[src/rtl/digdug_inpcond.sv]
// digdug_inpcond - input conditioner for the DigDug custom I/O emulation.
//
// Takes the raw active-low cabinet inputs, inverts them, runs every bit
// through a 2-flop synchroniser and a per-bit debouncer. Each coin becomes a
// frame-aligned pulse of COIN_FRAMES vertical blanks. Each joystick is limited
// to 4-way behaviour. The results are registered onto the active-high
// INP0/INP1 buses that feed the custom I/O block.
//
// Parameters:
//   DEB_CYCLES  - CL cycles an input must disagree with its debounced value
//                 before the new value is accepted (1..65535)
//   COIN_FRAMES - VBLK rising edges a coin pulse stays high (1..15)
//
// Ports:
//   CL           in   system clock
//   RESET_N      in   asynchronous active-low reset
//   VBLK         in   vertical blank, synchronous to CL
//   AUTOFIRE     in   autofire enable (only with INPCOND_AUTOFIRE_EN)
//   RAW_SERVICE  in   service switch, active-low
//   RAW_COIN     in   [1]=coin2 [0]=coin1, active-low
//   RAW_START    in   [1]=P2 [0]=P1, active-low
//   RAW_PUMP     in   [1]=P2 [0]=P1, active-low
//   RAW_STK1     in   P1 {left,down,right,up}, active-low
//   RAW_STK2     in   P2 {left,down,right,up}, active-low
//   INP0         out  {service,0,coin2,coin1,start2,start1,pump2,pump1}
//   INP1         out  {stk2[3:0],stk1[3:0]}
//
// Build option: define INPCOND_AUTOFIRE_EN to add the AUTOFIRE input and the
// per-player pump autofire. Without it the pumps pass straight through.
//
// Coin FSM:
//   state      | meaning
//   ST_IDLE    | waiting for a debounced coin, output 0
//   ST_PULSE   | coin pulse high, counting VBLK rising edges
//   ST_HOLDOFF | pulse done, waiting for the coin to be released at a VBLK edge

module digdug_inpcond #(
    parameter int unsigned DEB_CYCLES  = 4096,
    parameter int unsigned COIN_FRAMES = 3
) (
    input  logic       CL,
    input  logic       RESET_N,
    input  logic       VBLK,
`ifdef INPCOND_AUTOFIRE_EN
    input  logic       AUTOFIRE,
`endif
    input  logic       RAW_SERVICE,
    input  logic [1:0] RAW_COIN,
    input  logic [1:0] RAW_START,
    input  logic [1:0] RAW_PUMP,
    input  logic [3:0] RAW_STK1,
    input  logic [3:0] RAW_STK2,
    output logic [7:0] INP0,
    output logic [7:0] INP1
);

    localparam int NB = 15;
    localparam int CW = $clog2(DEB_CYCLES + 1);
    localparam logic [CW-1:0] DEB_TC  = CW'(DEB_CYCLES);
    localparam logic [3:0]    COIN_TC = 4'(COIN_FRAMES);

    // Bit map of the conditioned vector:
    // [14] service, [13:12] coin, [11:10] start, [9:8] pump, [7:4] stk2, [3:0] stk1
    localparam int B_STK2 = 4;
    localparam int B_PUMP = 8;
    localparam int B_COIN = 12;

    typedef enum logic [1:0] {
        ST_IDLE    = 2'd0,
        ST_PULSE   = 2'd1,
        ST_HOLDOFF = 2'd2
    } coin_st_t;

    logic [NB-1:0] sync1_q, sync1_d;
    logic [NB-1:0] sync2_q, sync2_d;
    logic [NB-1:0] deb_q, deb_d;
    logic [CW-1:0] cnt_q [NB];
    logic [CW-1:0] cnt_d [NB];
    logic          vblk_q, vblk_d;
    logic          vrise;
    coin_st_t      coin_st_q [2];
    coin_st_t      coin_st_d [2];
    logic [3:0]    frame_q [2];
    logic [3:0]    frame_d [2];
    logic [1:0]    coin_o;
    logic [1:0]    pump_o;
    logic [3:0]    last1_q, last1_d;
    logic [3:0]    last2_q, last2_d;
    logic [7:0]    inp0_q, inp0_d;
    logic [7:0]    inp1_q, inp1_d;

    // 4-way arbitration. The chosen direction is also the new "last" value.
    function automatic logic [3:0] pick_dir(input logic [3:0] set, input logic [3:0] last);
        logic [3:0] lowest;
        logic       multi;
        lowest = set & (~set + 4'd1);
        multi  = (set & (set - 4'd1)) != 4'd0;
        if (!multi) begin
            pick_dir = set;
        end else if ((set & last) != 4'd0) begin
            pick_dir = last;
        end else begin
            pick_dir = lowest;
        end
    endfunction

    always_comb begin
        sync1_d = ~{RAW_SERVICE, RAW_COIN, RAW_START, RAW_PUMP, RAW_STK2, RAW_STK1};
        sync2_d = sync1_q;
        vblk_d  = VBLK;
        vrise   = VBLK & ~vblk_q;
    end

    // Debounce: count consecutive cycles of disagreement, accept on terminal count.
    always_comb begin
        deb_d = deb_q;
        for (int i = 0; i < NB; i++) begin
            cnt_d[i] = '0;
            if (sync2_q[i] != deb_q[i]) begin
                if (cnt_q[i] + CW'(1) == DEB_TC) begin
                    deb_d[i] = sync2_q[i];
                end else begin
                    cnt_d[i] = cnt_q[i] + CW'(1);
                end
            end
        end
    end

    // Coin FSMs. HOLDOFF only returns to IDLE with the coin released, so a
    // coin seen high in IDLE is always a fresh press.
    always_comb begin
        for (int i = 0; i < 2; i++) begin
            coin_st_d[i] = coin_st_q[i];
            frame_d[i]   = frame_q[i];
            case (coin_st_q[i])
                ST_IDLE: begin
                    if (deb_q[B_COIN+i]) begin
                        coin_st_d[i] = ST_PULSE;
                        frame_d[i]   = 4'd0;
                    end
                end
                ST_PULSE: begin
                    if (vrise) begin
                        if (frame_q[i] + 4'd1 == COIN_TC) begin
                            coin_st_d[i] = ST_HOLDOFF;
                            frame_d[i]   = 4'd0;
                        end else begin
                            frame_d[i] = frame_q[i] + 4'd1;
                        end
                    end
                end
                ST_HOLDOFF: begin
                    if (vrise && !deb_q[B_COIN+i]) begin
                        coin_st_d[i] = ST_IDLE;
                    end
                end
                default: begin
                    coin_st_d[i] = ST_IDLE;
                    frame_d[i]   = 4'd0;
                end
            endcase
            // Driven from the next state so the pulse edges land on the
            // same CL edge as the state change.
            coin_o[i] = (coin_st_d[i] == ST_PULSE);
        end
    end

`ifdef INPCOND_AUTOFIRE_EN
    logic [1:0] pump_prev_q, pump_prev_d;
    logic [1:0] af_tog_q, af_tog_d;
    logic [1:0] af_cnt_q [2];
    logic [1:0] af_cnt_d [2];

    always_comb begin
        pump_prev_d = deb_q[B_PUMP+1:B_PUMP];
        af_tog_d    = af_tog_q;
        pump_o      = 2'b00;
        for (int i = 0; i < 2; i++) begin
            af_cnt_d[i] = af_cnt_q[i];
            if (deb_q[B_PUMP+i] && !pump_prev_q[i]) begin
                af_tog_d[i] = 1'b1;
                af_cnt_d[i] = 2'd0;
            end else if (deb_q[B_PUMP+i] && vrise) begin
                af_cnt_d[i] = af_cnt_q[i] + 2'd1;
                if (af_cnt_q[i] == 2'd3) begin
                    af_tog_d[i] = ~af_tog_q[i];
                end
            end
            pump_o[i] = AUTOFIRE ? (deb_q[B_PUMP+i] & af_tog_d[i]) : deb_q[B_PUMP+i];
        end
    end

    always_ff @(posedge CL or negedge RESET_N) begin
        if (!RESET_N) begin
            pump_prev_q <= 2'b00;
            af_tog_q    <= 2'b00;
            af_cnt_q[0] <= 2'd0;
            af_cnt_q[1] <= 2'd0;
        end else begin
            pump_prev_q <= pump_prev_d;
            af_tog_q    <= af_tog_d;
            af_cnt_q[0] <= af_cnt_d[0];
            af_cnt_q[1] <= af_cnt_d[1];
        end
    end
`else
    always_comb begin
        pump_o = deb_q[B_PUMP+1:B_PUMP];
    end
`endif

    always_comb begin
        last1_d = pick_dir(deb_q[3:0], last1_q);
        last2_d = pick_dir(deb_q[B_STK2+3:B_STK2], last2_q);
        inp0_d  = {deb_q[14], 1'b0, coin_o, deb_q[11:10], pump_o};
        inp1_d  = {last2_d, last1_d};
    end

    always_ff @(posedge CL or negedge RESET_N) begin
        if (!RESET_N) begin
            sync1_q <= '0;
            sync2_q <= '0;
            deb_q   <= '0;
            for (int i = 0; i < NB; i++) begin
                cnt_q[i] <= '0;
            end
            vblk_q <= 1'b0;
            for (int i = 0; i < 2; i++) begin
                coin_st_q[i] <= ST_IDLE;
                frame_q[i]   <= 4'd0;
            end
            last1_q <= 4'd0;
            last2_q <= 4'd0;
            inp0_q  <= 8'd0;
            inp1_q  <= 8'd0;
        end else begin
            sync1_q <= sync1_d;
            sync2_q <= sync2_d;
            deb_q   <= deb_d;
            for (int i = 0; i < NB; i++) begin
                cnt_q[i] <= cnt_d[i];
            end
            vblk_q <= vblk_d;
            for (int i = 0; i < 2; i++) begin
                coin_st_q[i] <= coin_st_d[i];
                frame_q[i]   <= frame_d[i];
            end
            last1_q <= last1_d;
            last2_q <= last2_d;
            inp0_q  <= inp0_d;
            inp1_q  <= inp1_d;
        end
    end

    assign INP0 = inp0_q;
    assign INP1 = inp1_q;

endmodule

[config.mk]
export PLATFORM = sky130hd
export DESIGN_NAME = digdug_inpcond
export DESIGN_NICKNAME = d
export VERILOG_FILES = /design/src/rtl/digdug_inpcond.sv
export SDC_FILE = /design/constraint.sdc
export NUM_CORES = 1
export LEC_CHECK = 0
export CAP_MARGIN = 20
export CORE_MARGIN = 5
export CORE_UTILIZATION = 40
export DETAILED_ROUTE_END_ITERATION = 8
export PLACE_DENSITY_LB_ADDON = 0.3
export SYNTH_ARGS = -nofsm -noshare
export SYNTH_HDL_FRONTEND = slang
export SYNTH_SLANG_ARGS = --single-unit
[constraint.sdc]
create_clock -name CL -period 2.5 [get_ports CL]
set_input_delay 0.5 -clock CL [delete_from_list [all_inputs] [get_ports CL]]
set_output_delay 0.5 -clock CL [all_outputs]
set_load 0.05 [all_outputs]
# Word-level counts from Yosys, hierarchy flattened
# Index checks and enable logic that the tools add are counted.
dict set report word_totals {
  regBits 276
  inputBits 18
  out_inout_bits 16
  word_cells 196
}
dict set report classes {
  add_sub_neg 21
  n_eq_ne 42
  n_mux 52
  bitwise_logic 13
  reduce_logical 27
}
# operator n
set op_table {}
lappend op_table {{two-way mux 13 bit} 30}
lappend op_table {{adder 13 x 1 -> 13 bit, second input constant} 15}
lappend op_table {{equality test 13 bit, second input constant} 15}
lappend op_table {{two-way mux 4 bit} 10}
lappend op_table {{AND reduction 2 bit} 15}
lappend op_table {{AND 4 bit} 6}
lappend op_table {{one-hot mux 4 bit (3 select lines)} 2}
lappend op_table {{adder 4 x 1 -> 4 bit, second input constant} 4}
lappend op_table {{two-way mux 2 bit} 8}
lappend op_table {{nonzero test 4 bit} 4}
lappend op_table {{!= test 1 bit} 15}
lappend op_table {{NOT 15 bit} 1}
lappend op_table {{one-hot mux 2 bit (3 select lines)} 2}
lappend op_table {{equality test 2 x 1 -> 1 bit, second input constant} 4}
lappend op_table {{equality test 4 x 2 -> 1 bit, second input constant} 2}
lappend op_table {{!= test 2 bit, second input constant} 4}
lappend op_table {{NOT 4 bit} 2}
lappend op_table {{subtractor 4 x 1 -> 4 bit, second input constant} 2}
lappend op_table {{AND reduction 3 bit} 2}
lappend op_table {{equality test 2 bit, second input constant} 2}
lappend op_table {{zero test 2 bit} 2}
lappend op_table {{NOT 1 bit} 3}
lappend op_table {{logical AND 1 bit} 2}
lappend op_table {{zero test 1 bit} 2}
lappend op_table {{AND 1 bit} 1}

# Longest topological paths before layout
dict set report depth {
  word_depth 6
  mapped_depth 8
  mapped_depth_nobuf 6
}

# Worst setup path after synthesis
# OpenSTA, ideal clock, no wires.
dict set report synth_timing {
  path_kind {register -> register}
  from {register cnt_q[26] (netlist name)}
  to {register deb_q[12]}
  setup_ns 0.125
  arrival_time_ns 2.159
  required_time_ns 2.375
  slack_ns 0.216
  stages_incl_launch_ff 7
  path_buffers 0
  synth_period_minus_slack_ns 2.284
  path_cell_list {dfrtp_1 > ha_1 > and2_1 > and3b_4 > mux2_4 > a2111oi_4 > mux2_4}
}
dict set report synth_via {
  elab_chain_len 3
}
# element line
set synth_rtl {}
lappend synth_rtl {{start: declaration} 77} ;# logic [CW-1:0] cnt_q [NB];
lappend synth_rtl {{start signal: indexed assignment} 241} ;# cnt_q[i] <= cnt_d[i];
lappend synth_rtl {{adder 13 x 1 -> 13 bit} 120} ;# if (cnt_q[i] + CW'(1) == DEB_TC) begin
lappend synth_rtl {{equality test 13 bit} 120}
lappend synth_rtl {{AND reduction 2 bit (no source line)} -}
lappend synth_rtl {{end signal: assignment} 223} ;# deb_q <= '0;
lappend synth_rtl {{end signal: assignment} 239} ;# deb_q <= deb_d;
lappend synth_rtl {{end: declaration} 76} ;# logic [NB-1:0] deb_q, deb_d;
# Every way passes these cells.
# A chain may end at the register's enable or synchronous reset.

# Worst setup path after layout
dict set report layout_timing {
  from {register cnt_q[78] (netlist name)}
  to {register deb_q[8]}
}
# The elaborated chain is that of the path after synthesis.

==> results.ini <==
[run_status]
status=complete, no violations

[power_and_ir_drop]
p_seq_share_pct=47.1
p_sw_mw=2.43
clkPwrFrac_pct=46.2
power.total_mw=10.0
power.density_nw_per_um2=635
switching_share_pct=24.3
power_leakage_nw=6.69
comb_power_share_pct=6.7
peakVddDrop_v=0.000679
internal_power_mw=7.60

[synthesis]
synth.distinct_cells=79
yosysMostFrequentCell=dfrtp_1
ys_ff_latch=268
syn_area_per_cell_sq_um=9.81
ys.flop_type=dfrtp_1
synth.largest_area_cell=dfrtp_1
yosys-top-cells-count=268 x dfrtp_1, 178 x nor2_1, 107 x xnor2_1
synth_edf_count=0
synth_area_leaders=dfrtp_1 49%, xnor2_1 6.8%, xor2_1 5.4%
synth.top_cell.area_share_pct=48.5
seq_area_frac_synth_pct=48.5
synth.net_count=1447
async_reset_ff_share_pct=100
netlist_area_sq_um=13800
ys.warnings.count=0
syn_inst=1410

[placement]
routabilityCongestion=0.811
dp_hpwl_um=16900
portBuffers=32
placed_cell_area_sq_um=14700

[cts]
htreeDepth=1
cts-resized-gates=0
hold_buffers=1
cts_buffer_depth=3
numClockSinks=268
cts_root_buf=clkbuf_16
post_cts_buffers=0
numCtsBuffers=31
clk_pin_slew_ns=0.06
insertion_delay_ns=0.56
cts_tree=built

[routing]
num_vias=10000
drc=0
drt_iter0_drc=527
firstDrtPassIters=5
vias_per_cell=5.19
wirelength_um=25200
ant_nets=0
routedWlPerCell_um=13.1

[floorplan]
io_pins=34
design.die.area_sq_um=38400
die_h_um=196
num_rows=68
floorplan.initialDensity_pct=40.2
die_w_um=196
fp.coreArea_sq_um=34400

[worst_setup_path]
crit_required_ns=2.94
ff2ff_path_depth=5
endpoint_kind=register
crit_type=register to register
worstPathArrival_ns=2.73
worstPathMaxFanout=8
cp-start-kind=register

[worst_hold_path]
holdPathStages=0
min_path_type=register to register

[sta]
final_max_slew_viol_count=0
fin_crit_sh_pct=91.6
worst_pin_slew_ns=1.00
hold_viol_final=0
fin_worst_skew_ns=0.00806
timing.slew.headroom_pct=32.8
fmax_mhz=437
rsz0062_at_grt=no
setup_viol=0
finalCriticalPeriod_ns=2.29
hold_slack_ns=0.347
final.setup.tns_ns=0

[grt]
met3_usage_pct=2.15
grt_busiest_layer=met2
grt_pass1_wl_um=44900
use_met2_pct=21.8
antenna_found_initial=0
grt_use_met1_pct=18.4
overflow=0
grt_max_degree=67
first_global_vias=9779
grt_use_total_pct=13.2

[run]
drv_cap=0

[cells_and_area]
syn_to_final_growth_pct=14.3
num-fill-cells=3200
final_area_sq_um=15800
final-seq-area_sq_um=6710
nNetsFinal=1485
antenna_cells=0
drive_gt1_share_pct=8.63
multi_input_comb_area_sq_um=6720
final_util_pct=46.0

==> power groups by stage <==
stage / clock, mW / sequential (mW) / combinational [mW]
after floorplan: 0 / 4.79 / 0.397
after global placement: 0 / 4.78 / 0.674
after detailed placement: 0 / 4.79 / 0.679
after CTS: 4.80 / 4.71 / 0.687
after global routing: 4.99 / 4.75 / 0.776
final: 4.64 / 4.72 / 0.672
==> per-layer routing <==
| metal | vias to the layer above | routed length, um | share of wire [%] |
|---|---|---|---|
| met5 | - | 0 | 0 |
| met2 | 108 | 11300 | 45 |
| met4 | 0 | 535 | 2.1 |
| met1 | 4812 | 12500 | 50 |
| li1 | 5047 | - | - |
| met3 | 39 | 789 | 3.1 |
==> path summary, 6_finish.rpt <==
path                            startpoint         end  slack [ns]
worst max-delay path             cnt_q[78]    deb_q[8]        0.21
worst min-delay path            sync1_q[9]  sync2_q[9]        0.35
worst max register to register   cnt_q[78]    deb_q[8]        0.21
worst min register to register  sync1_q[9]  sync2_q[9]        0.35
max in group asynchronous          RESET_N  cnt_q[137]        1.29
min in group asynchronous          RESET_N  cnt_q[176]        0.50
==> cell families (layout without fill, tap and decap cells) <==
logic type	Yosys count	after routing	share of synthesized area [%]
other	1	1	0.0271
AOI/OAI and AO/OA	172	172	9.00
adders and majority gates	21	21	1.86
DFF	268	268	48.5
muxes	28	28	2.31
xor gates and xnor gates	193	193	12.2
and+or+nand+nor	627	627	23.1
buffers and inverters	100	162	2.92
==> final cells by class <==
| cell class | count | share of cell area [%] |
|---|---|---|
| Tap cell | 455 | 3.60 |
| Timing Repair Buffer | 57 | 3.58 |
| Multi-Input combinational cell | 1042 | 42.5 |
| Sequential cell | 268 | 42.4 |
| Inverter | 48 | 1.14 |
| Clock inverter | 20 | 1.46 |
| Clock buffer | 37 | 5.30 |
==> worst max-delay path, stage by stage, from the launching register on <==
cell and delay [ns]:
dfrtp_1 0.42, ha_1 0.35, and4_1 0.31, mux2_2 0.38, nor4_1 0.33, mux2_2 0.38
==> per-stage QoR <==
stage | setup WS [ns] | std cells
CTS | 0.196 | 1926
floorplan | 0.216 | 1410
global route | 0.0269 | 1927
detailed placement | 0.206 | 1868
finish | 0.209 | 1927
global placement | 0.282 | 1868
==> placed cells by master (no fill, tap or decap), types with 8 or more instances in the layout <==
cell type,count
nand3_1,85
o21ai_0,45
clkbuf_16,31
a21oi_1,27
nor4_1,17
or3_1,21
mux2_2,17
inv_1,48
and2_1,9
nand4_1,47
and3_1,24
a211oi_1,9
ha_1,19
nand2b_1,12
xnor2_1,107
nor3b_1,8
xor2_1,86
nor3_1,67
nand2_1,98
and4_1,15
buf_4,20
dfrtp_1,268
or4_1,10
o31ai_1,8
clkdlybuf4s50_1,31
nor2_1,178
==> registers in the layout, indices dropped and copies added, names as in the netlist, 4 cells and up <==
signal and count:
coin_st_q 4, INP1 8, sync2_q 15, deb_q 15
cnt_q 195, INP0 7, frame_q 8, sync1_q 15
(Power assumes the default switching activity.)
